===== src/rtl/clic_exit_stack.sv =====
// Interrupt exit/nesting stack for the N-CLIC core: pushes the preempted level and resume PC
// on entry, pops them on ISR return, and supports tail-chaining when entry and return coincide.
module clic_exit_stack #(
    parameter int PrioWidth = 3,
    parameter int PcWidth   = 32,
    parameter int Depth     = 2**PrioWidth - 1
) (
    input  logic                         clk,
    input  logic                         reset,
    input  logic                         entry_valid,
    input  logic [PrioWidth-1:0]         entry_level,
    input  logic [PcWidth-1:0]           entry_ret_pc,
    input  logic                         exit_req,
    output logic [PrioWidth-1:0]         level_out,
    output logic [PcWidth-1:0]           ret_pc,
    output logic                         exit_ack,
    output logic [$clog2(Depth+1)-1:0]   depth,
    output logic                         full,
    output logic                         empty,
    output logic                         err_order,
    output logic                         err_underflow
);
    localparam int DW = $clog2(Depth + 1);
    localparam int AW = (Depth > 1) ? $clog2(Depth) : 1;

    logic [PrioWidth-1:0] lvl_mem_r [Depth];
    logic [PcWidth-1:0]   pc_mem_r  [Depth];

    logic [PrioWidth-1:0] level_r;
    logic [PcWidth-1:0]   ret_pc_r;
    logic                 exit_ack_r;
    logic [DW-1:0]        depth_r;
    logic                 full_r;
    logic                 empty_r;
    logic                 err_order_r;
    logic                 err_underflow_r;

    logic                 is_empty_s;
    logic                 is_full_s;
    logic [DW-1:0]        depth_dec_s;
    logic [AW-1:0]        top_idx_s;
    logic [AW-1:0]        wr_idx_s;
    logic [PrioWidth-1:0] top_lvl_s;
    logic [PcWidth-1:0]   top_pc_s;
    logic                 push_s;
    logic                 pop_s;
    logic                 chain_s;
    logic                 set_order_s;
    logic                 set_under_s;
    logic [DW-1:0]        depth_nx_s;

    assign is_empty_s  = (depth_r == {DW{1'b0}});
    assign is_full_s   = (depth_r == DW'(Depth));
    assign depth_dec_s = depth_r - DW'(1'b1);
    assign wr_idx_s    = depth_r[AW-1:0];

    // Top-of-stack lookup; index is pinned to 0 when empty so it never leaves the array.
    always_comb begin
        top_idx_s = {AW{1'b0}};
        if (is_empty_s) begin
            top_idx_s = {AW{1'b0}};
        end else begin
            top_idx_s = depth_dec_s[AW-1:0];
        end
        top_lvl_s = lvl_mem_r[top_idx_s];
        top_pc_s  = pc_mem_r[top_idx_s];
    end

    // Decode this cycle's operation; a rejected tail-chain degrades to a plain exit.
    always_comb begin
        push_s      = 1'b0;
        pop_s       = 1'b0;
        chain_s     = 1'b0;
        set_order_s = 1'b0;
        set_under_s = 1'b0;
        if (entry_valid && !exit_req) begin
            if ((entry_level > level_r) && !is_full_s) begin
                push_s = 1'b1;
            end else begin
                set_order_s = 1'b1;
            end
        end else if (exit_req && !entry_valid) begin
            if (!is_empty_s) begin
                pop_s = 1'b1;
            end else begin
                set_under_s = 1'b1;
            end
        end else if (entry_valid && exit_req) begin
            if (!is_empty_s && (entry_level > top_lvl_s)) begin
                chain_s = 1'b1;
            end else begin
                set_order_s = 1'b1;
                if (!is_empty_s) begin
                    pop_s = 1'b1;
                end else begin
                    set_under_s = 1'b1;
                end
            end
        end else begin
            push_s = 1'b0;
        end
    end

    // Next stack depth.
    always_comb begin
        depth_nx_s = depth_r;
        if (push_s) begin
            depth_nx_s = depth_r + DW'(1'b1);
        end else if (pop_s) begin
            depth_nx_s = depth_dec_s;
        end else begin
            depth_nx_s = depth_r;
        end
    end

    // Frame storage; contents need no reset because depth gates every read.
    always_ff @(posedge clk) begin
        if (!reset && push_s) begin
            lvl_mem_r[wr_idx_s] <= level_r;
            pc_mem_r[wr_idx_s]  <= entry_ret_pc;
        end
    end

    // Control state and registered outputs.
    always_ff @(posedge clk) begin
        if (reset) begin
            level_r         <= {PrioWidth{1'b0}};
            ret_pc_r        <= {PcWidth{1'b0}};
            exit_ack_r      <= 1'b0;
            depth_r         <= {DW{1'b0}};
            full_r          <= 1'b0;
            empty_r         <= 1'b1;
            err_order_r     <= 1'b0;
            err_underflow_r <= 1'b0;
        end else begin
            exit_ack_r      <= pop_s;
            depth_r         <= depth_nx_s;
            full_r          <= (depth_nx_s == DW'(Depth));
            empty_r         <= (depth_nx_s == {DW{1'b0}});
            err_order_r     <= err_order_r | set_order_s;
            err_underflow_r <= err_underflow_r | set_under_s;
            if (push_s || chain_s) begin
                level_r <= entry_level;
            end else if (pop_s) begin
                level_r  <= top_lvl_s;
                ret_pc_r <= top_pc_s;
            end
        end
    end

    assign level_out     = level_r;
    assign ret_pc        = ret_pc_r;
    assign exit_ack      = exit_ack_r;
    assign depth         = depth_r;
    assign full          = full_r;
    assign empty         = empty_r;
    assign err_order     = err_order_r;
    assign err_underflow = err_underflow_r;
endmodule

===== config.mk =====
export PLATFORM = sky130hd
export DESIGN_NAME = clic_exit_stack
export DESIGN_NICKNAME = d
export VERILOG_FILES = /design/src/rtl/clic_exit_stack.sv
export SDC_FILE = /design/constraint.sdc
export NUM_CORES = 1
export LEC_CHECK = 0
export BUFFER_PORTS_ARGS = -buffer_cell sky130_fd_sc_hd__buf_2
export CAP_MARGIN = 20
export CORE_ASPECT_RATIO = 1.2
export CORE_MARGIN = 1.5
export CORE_UTILIZATION = 50
export DETAILED_ROUTE_END_ITERATION = 10
export GPL_TIMING_DRIVEN = 0
export PLACE_DENSITY = 0.68
export SYNTH_ARGS = -nofsm -noshare
export SYNTH_HDL_FRONTEND = slang
export SYNTH_SLANG_ARGS = --single-unit

===== constraint.sdc =====
create_clock -name clk -period 7.9 [get_ports clk]
set_input_delay 2.37 -clock clk [delete_from_list [all_inputs] [get_ports clk]]
set_output_delay 2.37 -clock clk [all_outputs]
set_load 0.01 [all_outputs]

Word level (Yosys, flattened, before mapping)
Memories as Yosys holds them, arrays and structs flattened. A register that Yosys moved wholly into a read port is not among the register bits.
Cells that the tools add are included.
Cells by class
  add/sub/neg operators: 2
  magnitude comparators: 2
  equal/unequal tests: 2
  multiplexer cells: 28
  bitwise gates (word level): 3
  reduce and logical (&&, ||, !) cells: 16
Operators with widths (number)
  2-to-1 mux 1 bit: 23
  2-to-1 mux 3 bit: 5
  == test 3 bit (second input constant): 2
  greater-than comparator 3 bit: 2
  logical AND 1 bit: 6
  zero test 3 bit: 2
  zero test 1 bit: 5
  adder 3 x 1 -> 3 bit (second input constant): 1
  subtractor 3 x 1 -> 3 bit (second input constant): 1
  OR 1 bit: 2
  AND reduction 2 bit: 1
  nonzero test 2 bit: 1
  logical OR 1 bit: 1
  NOT 1 bit: 1
Word-level totals
  flip-flop bits (word level): 11
  bits in writable memories: 245
  input port bits: 39
  output and inout port bits: 43
  word-level logic and storage cells: 62
  memories: 2
Memory list
  pc_mem_r: depth 7, width 32, read ports 1, clocked after Yosys merged registers in 1, write ports 1, RTL line 27  | logic [PcWidth-1:0] pc_mem_r [Depth];
  lvl_mem_r: depth 7, width 3, read ports 1, clocked after Yosys merged registers in 0, write ports 1, RTL line 26  | logic [PrioWidth-1:0] lvl_mem_r [Depth];

Logic depth before layout (Yosys ltp)
An unclocked memory read counts as a cell.
  depth in word-level cells: 12
  depth in mapped cells: 18
  gate-level depth less buffers: 14

Least setup slack after synthesis
OpenSTA, ideal clock, no wires.
  path kind: input to register
  start: input port entry_level[0]
  end: memory lvl_mem_r[2][0] (enable)
  setup time: 0.515 ns
  arrival time: 6.763 ns
  slack: 0.622 ns
  stages: 5
  path buffers: 0
  cell sequence: inv_1 -> ha_1 -> a311oi_1 -> o211ai_1 -> nor4_1
On the way
  longest elaborated chain between the ends: 7
RTL lines
  from (decl): RTL line 11  | input logic [PrioWidth-1:0] entry_level,
  greater-than comparator 3 bit: RTL line 77  | if ((entry_level > level_r) && !is_full_s) begin
  logical AND 1 bit: RTL line 77
  2-to-1 mux 1 bit: RTL line 77
  2-to-1 mux 1 bit: RTL line 76  | if (entry_valid && !exit_req) begin
  logical AND 1 bit: RTL line 118  | if (!reset && push_s) begin
  2-to-1 mux 1 bit: RTL line 118
  2-to-1 mux 1 bit (implied by the code): RTL line 119  | lvl_mem_r[wr_idx_s] <= level_r;
  to (decl): RTL line 26
No other way between the ends.

Worst setup path in the final report
  start: register depth_r[0] (netlist: depth[0])
  end: register ret_pc_r[10] (netlist: ret_pc[10]), read port of pc_mem_r
On the way
  longest elaborated chain between the ends: 12
  elaborated cells between the ends (all ways): 24
  classes of those cells: add/sub (1); order compare (1); eq/ne (1); mux (12); bitwise (1); reduce/logical (7); memory (1)
RTL lines
  from (decl): RTL line 32  | logic [DW-1:0] depth_r;
  from (signal assigned): RTL line 130  | depth_r <= {DW{1'b0}};
  from (signal assigned): RTL line 137  | depth_r <= depth_nx_s;
  subtractor 3 x 1 -> 3 bit / zero test 3 bit (equally long branches): RTL line 54, 52
  2-to-1 mux 3 bit: RTL line 60  | if (is_empty_s) begin
  memory (7 x 3 bit)
  greater-than comparator 3 bit: RTL line 89  | if (!is_empty_s && (entry_level > top_lvl_s)) begin
  logical AND 1 bit: RTL line 89
  2-to-1 mux 1 bit: RTL line 89
  2-to-1 mux 1 bit: RTL line 88  | end else if (entry_valid && exit_req) begin
  2-to-1 mux 1 bit: RTL line 82  | end else if (exit_req && !entry_valid) begin
  2-to-1 mux 1 bit: RTL line 76
  logical OR 1 bit: RTL line 142  | if (push_s || chain_s) begin
  NOT 1 bit (no source line)
  AND reduction 2 bit (no source line)
  to (decl): RTL line 30  | logic [PcWidth-1:0] ret_pc_r;
Parallel ways exist; a longest one is shown, timed or not.
A chain may end at the register's enable or synchronous reset.

==> flow_metrics.py <==
metrics = {
    "die": {
        "die_y_um": 169,
        "row_count": 60,
        "start_util_pct": 51.1,
        "die_w_um": 141,
        "ios": 82,
        "dieArea_sq_um": 23800,
        "core-area_sq_um": 22400,
    },
    "synth": {
        "yosysMostFrequentCell": "edfxtp_1",
        "yosysSeqAreaShare_pct": 71.7,
        "syn-instance-count": 771,
        "yosysWarnings": 0,
        "syn_area_per_cell_sq_um": 14.9,
        "synthArstFlopShare_pct": 0,
        "ys_types": 53,
        "syn_area_sq_um": 11500,
        "synth_seq_cells": 288,
        "syn_nets": 820,
        "ys_top_cells_by_count": "edfxtp_1 (245), nor2_1 (73), nand2_1 (72), dfxtp_1 (43), and3_1 (34)",
        "yosysTopAreaCell": "edfxtp_1",
        "yosys-top-cells-area": "edfxtp_1 (64%), dfxtp_1 (7.5%), a311o_1 (2.8%), o311a_1 (2.8%), nor3_2 (2.5%)",
        "synth_edf_count": 245,
        "yosysTopAreaCellShare_pct": 64.2,
        "synth-main-ff-cell": "edfxtp_1",
    },
    "clocking": {
        "hold_buffers": 0,
        "cts_setup_buffers": 0,
        "numCtsBuffers": 28,
        "cts-resized-gates": 0,
        "cts_tree": "built",
        "clk_pin_slew_ns": 0.06,
        "cts_max_path_buffers": 3,
        "cts_root_buffer": "clkbuf_16",
        "cts_sinks": 288,
        "htreeDepth": 1,
        "clkLatencyLatePin_ns": 0.53,
    },
    "sta": {
        "hold-worst-slack_ns": 0.472,
        "hold_violations": 0,
        "setup_viol": 0,
        "finClkSkew_ns": 0.00799,
        "finalCriticalPeriod_ns": 5.53,
        "slew_viol_final": 0,
        "grt_setup_unrepaired": "no",
        "post-route-period-util_pct": 70.0,
        "worst_pin_slew_ns": 0.920,
        "max_freq_mhz": 181,
        "slew-limit-headroom_pct": 38.4,
    },
    "global_route": {
        "antenna_found_initial": 0,
        "grt_max_degree": 29,
        "use_met1_pct": 29.8,
        "gr-max-usage-layer": "met2",
        "grtUsageTotal_pct": 23.2,
        "grt_pass1_wl_mm": 41.6,
        "grt_pass1_vias": 7264,
        "use_met2_pct": 40.7,
        "overflow": 0,
        "grtUsageMet3_pct": 3.28,
    },
    "route": {
        "num_vias": 7382,
        "first_pass_iters": 6,
        "drcViolationCount": 0,
        "initialDrtViolationCount": 722,
        "wl_per_cell_um": 23.0,
        "via_per_inst": 6.13,
        "wl_mm": 27.7,
        "ant_nets": 0,
    },
    "run": {
        "max_cap_viol_count": 0,
    },
    "critical_path": {
        "path_class": "reg -> reg",
        "r2r_end": "ret_pc[10]",
        "cp.required_ns": 8.29,
        "ff2ff_path_depth": 17,
        "endpoint_kind": "flip-flop",
        "start_kind": "flip-flop",
        "crit_path_max_fanout": 11,
        "r2r-start": "depth[0]",
        "r2r_slack_ns": 2.37,
        "crit_arrival_ns": 5.92,
    },
    "worst_hold_path": {
        "hold_path_startpoint": "err_order",
        "hold_class": "reg -> reg",
        "whs_endpoint": "err_order",
        "min_delay_path_depth": 2,
    },
    "status": {
        "status": "complete, no violations",
    },
    "placement": {
        "dpl.cell_count": 1152,
        "io_buffers": 80,
        "gp_congestion": 0.774,
        "hpwl_mm": 17.9,
    },
    "final_layout": {
        "finalNetCount": 952,
        "nFillCells": 1681,
        "instances_no_fill": 1205,
        "syn_to_final_growth_pct": 17.6,
        "seqCellArea_sq_um": 8220,
        "drive_above_1_share_pct": 25.1,
        "multi_input_area_sq_um": 2940,
    },
    "pwr": {
        "power.switching_w": 0.00184,
        "internal_power_w": 0.00337,
        "p_seq_share_pct": 36.2,
        "power.total_w": 0.00521,
        "power_density_nw_per_um2": 387,
        "combPwrFrac_pct": 37.0,
        "sw_frac_of_total_pct": 35.3,
        "ir_worst_vdd_mv": 0.194,
        "p_leak_nw": 4.83,
        "p_clk_share_pct": 26.8,
    },
}
==> area by class of cell <==
type,instances,share of cell area (%)
clock inverters,20,1.72
flip-flops and latches,288,61.0
plain buffers,61,2.38
well taps,279,2.59
multi-input cells,415,21.8
diodes,1,0.0186
repair buffers,102,4.77
inverters,7,0.195
clock buffers,32,5.54
==> worst max-delay path by stage <==
stage / slack [ns] / cells past startpoint / end / from
3_5_place_dp: 2.44 / 17 / ret_pc[17] / depth[0]
5_1_grt: 2.04 / 18 / ret_pc[30] / depth[0]
3_3_place_gp: -2.44 / 6 / pc_mem_r[2][26] / entry_level[0]
6_report: 2.37 / 17 / ret_pc[10] / depth[0]
2_1_floorplan: 0.62 / 5 / lvl_mem_r[2][0] / entry_level[0]
4_1_cts: 2.41 / 17 / ret_pc[17] / depth[0]
==> power groups by stage <==
stage / clock network [W] / logic [W] / registers (W)
after global routing: 0.00146 / 0.00208 / 0.00190
final: 0.00140 / 0.00193 / 0.00189
after detailed placement: 0 / 0.00191 / 0.00192
after global placement: 0 / 0.00186 / 0.00192
after floorplan: 0 / 0.00122 / 0.00196
after CTS: 0.00141 / 0.00193 / 0.00189
==> per-layer routing <==
| metal | share of wire (%) | vias up |
|---|---|---|
| met3 | 5.7 | 43 |
| met2 | 52 | 283 |
| li1 | - | 3318 |
| met5 | 0 | - |
| met1 | 41 | 3738 |
| met4 | 1.9 | 0 |
==> cell usage in the layout (no fill, tap or decap), types with 10 or more instances in the layout <==
cell type and n:
nand2_1 72, a311o_1 32, edfxtp_1 245, and3_1 34, o32ai_1 33, buf_2 105, nor3_2 32, dfxtp_1 43
nor2_1 71, buf_6 16, ha_1 10, clkbuf_1 27, o311a_1 32, a211oi_1 32, buf_4 13, clkbuf_16 29
==> kinds of logic (layout without fill, tap and decap cells) <==
group / after synthesis / after routing / synth area share (%)
other: 0 / 1 / 0
AND/OR/NAND/NOR: 237 / 237 / 10.7
buffers and inverters: 68 / 222 / 3.02
AO/OA/AOI/OAI: 161 / 161 / 12.4
multiplexers: 6 / 6 / 0.971
adder cells (fa/ha/maj): 10 / 10 / 1.09
flip-flops: 288 / 288 / 71.7
XOR/XNOR: 1 / 1 / 0.0764
==> state kept, by name, indices dropped and copies added, names as in the netlist <==
signal	cells
err_underflow	1
exit_ack	1
empty	1
ret_pc	32
err_order	1
level_out	3
lvl_mem_r	21
pc_mem_r	224
full	1
depth	3
==> critical path: stages (launching register included) <==
cell and delay, ns:
dfxtp_1 0.32, buf_2 0.20, inv_1 0.32, clkbuf_1 0.56
ha_1 0.33, or3b_4 0.42, nand2_2 0.23, buf_2 0.32
nand2_1 0.08, and3_1 0.18, or2_2 0.29, ha_1 0.28
nor2b_1 0.16, o311ai_2 0.52, and2_4 0.29, clkbuf_1 0.47
o311a_1 0.33, nor3_2 0.06
==> metrics by stage <==
| stage | utilization (%) | setup TNS (ns) | area [sq um] | setup slack, ns |
|---|---|---|---|---|
| floorplan | - | 0 | 11500 | 0.622 |
| global placement | 54.4 | -223.28 | 12200 | -2.44 |
| detailed placement | 55.7 | 0 | 12500 | 2.44 |
| CTS | 60.0 | 0 | 13500 | 2.41 |
| global route | 60.0 | 0 | 13500 | 2.04 |
| finish | 60.0 | 0 | 13500 | 2.37 |
Note: power is estimated with default switching activity, not from simulation.
